===== src/rtl/prio_arbiter_4_pkg.sv =====
// Shared types and constants for the 4-requester priority arbiter.
// Imported by the interface, the rotating encoder and the arbiter top.
package prio_arb_pkg;

  typedef enum logic {
    IDLE  = 1'b0,
    GRANT = 1'b1
  } state_e;

  localparam int NUM_REQ = 4;
  localparam int ID_W    = 2;

  localparam bit FIXED       = 1'b0;
  localparam bit ROUND_ROBIN = 1'b1;

endpackage


===== src/rtl/prio_arbiter_4_if.sv =====
// Request/grant bundle between the four clients and the arbiter.
// Clients use the master modport; the arbiter uses the slave modport.
interface prio_arbiter_4_if;
  import prio_arb_pkg::*;

  logic [NUM_REQ-1:0] req;
  logic               done;
  logic [NUM_REQ-1:0] gnt;
  logic [ID_W-1:0]    gnt_id;
  logic               busy;
  logic               timeout;

  modport master (
    output req, done,
    input  gnt, gnt_id, busy, timeout
  );

  modport slave (
    input  req, done,
    output gnt, gnt_id, busy, timeout
  );

endinterface


===== src/rtl/prio_arbiter_4_rot_prio_enc4.sv =====
// Combinational 4:2 priority encoder whose highest-priority index is 'top',
// with priority descending from top and wrapping (top, top-1, ... mod 4).
module rot_prio_enc4
  import prio_arb_pkg::*;
(
  input  logic [NUM_REQ-1:0] req,
  input  logic [ID_W-1:0]    top,
  output logic [ID_W-1:0]    id,
  output logic               any
);

  logic [NUM_REQ-1:0] rot;
  logic [ID_W-1:0]    rot_idx;

  // rot[3] = req[top], rot[2] = req[top-1], ... so a plain MSB-first scan works.
  genvar gi;
  generate
    for (gi = 0; gi < NUM_REQ; gi++) begin : g_rot
      assign rot[gi] = req[ID_W'(top + ID_W'(gi + 1))];
    end
  endgenerate

  always_comb begin
    rot_idx = '0;
    for (int i = 0; i < NUM_REQ; i++) begin
      if (rot[i]) rot_idx = ID_W'(i);
    end
  end

  assign id  = ID_W'(rot_idx + top + ID_W'(1));
  assign any = |req;

endmodule


===== src/rtl/prio_arbiter_4.sv =====
// Four-client arbiter: registered one-hot grant held until done, request drop
// or MAX_HOLD expiry, with fixed or round-robin priority and one idle gap.
module prio_arbiter_4
  import prio_arb_pkg::*;
#(
  parameter bit          RR_MODE  = ROUND_ROBIN,
  parameter int unsigned MAX_HOLD = 16,
  parameter int unsigned CNT_W    = 5
) (
  input  logic              clk,
  input  logic              rst,
  prio_arbiter_4_if.slave   bus
);

  localparam logic [CNT_W-1:0] HOLD_LIM = CNT_W'((MAX_HOLD == 0) ? 0 : MAX_HOLD - 1);
  localparam logic [CNT_W-1:0] CNT_MAX  = '1;

  state_e             state_q, state_d;
  logic [CNT_W-1:0]   cnt_q, cnt_d;
  logic [ID_W-1:0]    top_q, top_d;
  logic [NUM_REQ-1:0] gnt_q, gnt_d;
  logic [ID_W-1:0]    gnt_id_q, gnt_id_d;
  logic               timeout_q, timeout_d;

  logic [ID_W-1:0]    win_id;
  logic               win_any;
  logic               limit_hit;
  logic               normal_rel;

  rot_prio_enc4 u_enc (
    .req (bus.req),
    .top (top_q),
    .id  (win_id),
    .any (win_any)
  );

  assign limit_hit  = (MAX_HOLD != 0) && (cnt_q == HOLD_LIM);
  assign normal_rel = bus.done || !bus.req[gnt_id_q];

  always_ff @(posedge clk or posedge rst) begin
    if (rst) begin
      state_q   <= IDLE;
      cnt_q     <= '0;
      top_q     <= ID_W'(NUM_REQ - 1);
      gnt_q     <= '0;
      gnt_id_q  <= '0;
      timeout_q <= 1'b0;
    end else begin
      state_q   <= state_d;
      cnt_q     <= cnt_d;
      top_q     <= top_d;
      gnt_q     <= gnt_d;
      gnt_id_q  <= gnt_id_d;
      timeout_q <= timeout_d;
    end
  end

  always_comb begin
    state_d   = state_q;
    cnt_d     = cnt_q;
    top_d     = top_q;
    gnt_d     = gnt_q;
    gnt_id_d  = gnt_id_q;
    timeout_d = 1'b0;

    unique case (state_q)
      IDLE: begin
        cnt_d = '0;
        if (win_any) begin
          state_d  = GRANT;
          gnt_d    = NUM_REQ'(1) << win_id;
          gnt_id_d = win_id;
          // Round-robin demotes the winner to lowest priority for the next scan.
          top_d    = RR_MODE ? ID_W'(win_id - ID_W'(1)) : ID_W'(NUM_REQ - 1);
        end
      end
      GRANT: begin
        if (normal_rel || limit_hit) begin
          state_d   = IDLE;
          cnt_d     = '0;
          gnt_d     = '0;
          gnt_id_d  = '0;
          timeout_d = limit_hit && !normal_rel;
        end else if (cnt_q != CNT_MAX) begin
          cnt_d = cnt_q + CNT_W'(1);
        end
      end
      default: begin
        state_d = IDLE;
      end
    endcase
  end

  assign bus.gnt     = gnt_q;
  assign bus.gnt_id  = gnt_id_q;
  assign bus.busy    = (state_q == GRANT);
  assign bus.timeout = timeout_q;

endmodule


===== src/flat_wrapper.sv =====
// flat-port wrapper written by rule: the top's interface ports become plain ports
module prio_arbiter_4_flat import prio_arb_pkg::*;
#(
  parameter bit          RR_MODE  = ROUND_ROBIN,
  parameter int unsigned MAX_HOLD = 16,
  parameter int unsigned CNT_W    = 5
)
  (clk, rst, bus_req, bus_done, bus_gnt, bus_gnt_id, bus_busy, bus_timeout);
  prio_arbiter_4_if bus_i ();
  input  logic clk;
  input  logic rst;
  input wire logic [$bits(bus_i.req)-1:0] bus_req;
  input wire logic [$bits(bus_i.done)-1:0] bus_done;
  output wire logic [$bits(bus_i.gnt)-1:0] bus_gnt;
  output wire logic [$bits(bus_i.gnt_id)-1:0] bus_gnt_id;
  output wire logic [$bits(bus_i.busy)-1:0] bus_busy;
  output wire logic [$bits(bus_i.timeout)-1:0] bus_timeout;
  assign bus_i.req = bus_req;
  assign bus_i.done = bus_done;
  assign bus_gnt = bus_i.gnt;
  assign bus_gnt_id = bus_i.gnt_id;
  assign bus_busy = bus_i.busy;
  assign bus_timeout = bus_i.timeout;
  prio_arbiter_4 #(.RR_MODE(RR_MODE), .MAX_HOLD(MAX_HOLD), .CNT_W(CNT_W)) u_core (.clk(clk), .rst(rst), .bus(bus_i));
endmodule

===== config.mk =====
export PLATFORM = sky130hd
export DESIGN_NAME = prio_arbiter_4_flat
export DESIGN_NICKNAME = d
export VERILOG_FILES = /design/src/rtl/prio_arbiter_4_pkg.sv /design/src/rtl/prio_arbiter_4_if.sv /design/src/rtl/prio_arbiter_4_rot_prio_enc4.sv /design/src/rtl/prio_arbiter_4.sv /design/src/flat_wrapper.sv
export SDC_FILE = /design/constraint.sdc
export NUM_CORES = 1
export LEC_CHECK = 0
export ABC_AREA = 1
export BUFFER_PORTS_ARGS = -buffer_cell sky130_fd_sc_hd__clkbuf_2
export CAP_MARGIN = 20
export CORE_MARGIN = 2
export CORE_UTILIZATION = 55
export DETAILED_ROUTE_END_ITERATION = 6
export GPL_ROUTABILITY_DRIVEN = 0
export PLACE_DENSITY = 0.78
export SLEW_MARGIN = 20
export SYNTH_ARGS = -nofsm -noshare
export SYNTH_HDL_FRONTEND = slang
export SYNTH_HIERARCHICAL = 1
export SYNTH_SLANG_ARGS = --single-unit

===== constraint.sdc =====
create_clock -name clk -period 5.07 [get_ports clk]
set_input_delay 1.014 -clock clk [delete_from_list [all_inputs] [get_ports clk]]
set_output_delay 1.014 -clock clk [all_outputs]
set_load 0.02 [all_outputs]

==> flow_summary.yaml <==
critical_path:
  rr_endpoint: "u_core/top_q[1]"
  path_class: "in2reg"
  cp_common_cell: "o21ai_0"
  end_kind: "register"
  cp_max_fo: 4
  crit_path_cell_trace: "clkbuf_2 > o21ai_0 > a21oi_1 > o21ai_0 > ha_1 > nand3_1 > nand2_1 > inv_1 > ha_1 > o21ai_0"
  cpMaxStageDelayCell: "o21ai_0"
  r2r_slack_ps: 2850
  arrival_ps: 2760
  cp.required_ps: 5280
  r2r-start: "u_core/top_q[0]"
  startpoint_type: "input pin"
  critPathMaxStageDelay_ps: 340
  rr_worst_depth: 12
finish:
  area_growth_pct: 12.7
  fillers: 133
  nets: 156
  final_util_pct: 67.7
  final_cell_area_mm2: 0.00104
  n_antenna_cell: 0
  drive_gt1_share_pct: 20.7
drt:
  route.detailed.drc: 0
  wl_um: 1780
  drt-initial-drc-count: 20
  wire_per_inst_um: 11.4
  drtPass1Iterations: 4
  vias: 795
  vias_per_cell: 5.10
  antenna_left: 0
sta:
  fin_ws_ps: 2520
  tightest_slew_ps: 584
  drv_slew: 0
  hold_viol_final: 0
  min_period_ps: 2550
  grt_setup_unrepaired: "false"
  maxClockFrequency_mhz: 391
  finalSetupTns_ps: 0
  setup_violations: 0
  max_slew_margin_pct: 61.0
  clock_skew_ps: 2.68
  min_period_over_period_pct: 50.4
placed_design:
  portBuffers: 14
  dp_slack_ps: 2250
  hpwl_um: 1380
  placed_area_mm2: 0.00102
synth:
  netlist.area_leader.share_pct: 35.1
  syn_nets: 137
  yosys.area.top_type: "dfrtp_1"
  postSynthCellCount: 122
  ys_ff_latch: 15
  syn_area_per_cell_um2: 7.59
  netlist_area_um2: 926
  synthTopCellsByArea: "dfrtp_1 35%, nand2_1 17%, ha_1 11%"
  synth_cell_types: 19
  synth_warnings: 6
  seq_area_frac_synth_pct: 40.8
clock_network:
  h-tree-depth: 1
  clockBufferDepth: 2
  clock_sinks: 15
  cts_tree: "yes"
  insertion_delay_ps: 290
  clk_pin_slew_worst_paths_ps: 100
  clock-root-buffer: "clkbuf_4"
  cts_buffers: 3
  holdBufCountCts: 0
  cts_resized: 0
  cts_setup_buffers: 0
die:
  core_mm2: 0.00154
  io_pins: 15
  fp.dieH_um: 45.0
  dieWidth_um: 45.0
  row_count: 14
  die-area_mm2: 0.00203
  start_util_pct: 60.1
status:
  outcome: "complete, no violations"
worst_hold_path:
  hold_path_end: "u_core/bus.gnt[1]"
  hold_path_class: "reg2reg"
  holdCritStartpoint: "u_core/bus.gnt[1]"
  hold_depth: 2
pwr:
  vdd_ir_drop_max_v: 0.000365
  p_leak_nw: 0.623
  powerDensity_mw_per_mm2: 553
global_route:
  antenna_found_initial: 0
  grt_pass1_vias: 790
  grt_remaining_overflow: 0
  grt_pass1_wl_um: 3230
  grt_max_degree: 16
  track_usage_pct: 22.4
job:
  drv_cap: 0
-- worst max path at each step --
stage               startpoint               to  slack, ps  depth (start not counted)
finish              bus_req[2]  u_core/top_q[1]       2520                         10
global placement    bus_req[2]  u_core/top_q[1]       2480                         10
global route        bus_req[2]  u_core/top_q[1]       2320                         10
detailed placement  bus_req[2]  u_core/top_q[1]       2250                         10
floorplan           bus_req[2]  u_core/top_q[1]       2690                          9
CTS                 bus_req[2]  u_core/top_q[1]       2550                         10
-- layout make-up --
cell class,count,area [um^2],area share (%)
Sequential cell,15,378,36.2
Clock inverter,1,5.00,0.480
Tap cell,16,20.0,1.92
Inverter,22,82.6,7.91
Clock buffer,3,22.5,2.16
Multi-Input combinational cell,85,465,44.6
Timing Repair Buffer,14,70.1,6.71
-- critical path, delay by kind of cell --
kind / cells / cell delay, ps
AND/OR/NAND/NOR: 2 / 240
AO/OA/AOI/OAI: 4 / 830
buffers and inverters: 2 / 200
adder cells (fa/ha/maj): 2 / 480
-- registers in the layout (all words and copies together), names as in the netlist --
name and count:
u_core/cnt_q 5, u_core/bus.gnt 4, u_core/bus.gnt_id 2, u_core/top_q 2, u_core/bus.busy 1, u_core/bus.timeout 1
-- cell families (layout without fill, tap and decap cells) --
| kind of cell | count (synthesis) | after routing | synth area share [%] |
|---|---|---|---|
| compound gates | 6 | 6 | 3.24 |
| fa+ha+maj | 8 | 8 | 10.8 |
| flops | 15 | 15 | 40.8 |
| simple gates | 69 | 69 | 34.3 |
| buf+inv | 22 | 40 | 8.92 |
| xor+xnor | 2 | 2 | 1.89 |
-- cell usage after synthesis --
master and instances:
nand2_1 41, nor3_1 1, nand3_1 6, dfstp_2 2, o21ai_0 3, xor2_1 2, inv_1 21, nand2_4 1
nand2_2 2, nand3_2 2, and3_1 1, a21oi_1 3, dfrtp_1 13, nand3_4 1, nor2_1 11, ha_1 8
or4_1 1, nor2_2 2, inv_2 1
-- metal layers --
layer,wire length (um),vias to the layer above,part of all wire (%),track usage (%)
li1,-,403,-,-
met1,815,370,46,27.6
met2,874,20,49,37.1
met3,70,2,3.9,3.60
met4,15,0,0.85,12.4
met5,0,-,0,0
-- cell usage in the layout (no fill, tap or decap), drive strengths merged, types with 2 or more instances in the layout --
cell | netlist | final
clkbuf | 0 | 17
a21oi | 3 | 3
nand3 | 9 | 9
nand2 | 44 | 44
inv | 22 | 22
o21ai | 3 | 3
ha | 8 | 8
dfstp | 2 | 2
xor2 | 2 | 2
dfrtp | 13 | 13
nor2 | 13 | 13
-- metrics by stage --
stage	hold WS [ps]	power, W	cells
after floorplan	497	0.000420	122
after detailed placement	461	0.000509	152
after global routing	515	0.000635	156
final	487	0.000577	156
after global placement	455	0.000481	152
after CTS	488	0.000582	156
-- power breakdown --
part / total [W] / internal (W) / switching, W
Sequential: 0.000190 / 0.000159 / 0.0000314
Clock: 0.0000713 / 0.0000293 / 0.0000420
Combinational: 0.000315 / 0.000105 / 0.000211
Power figures use the tool's default switching activity.
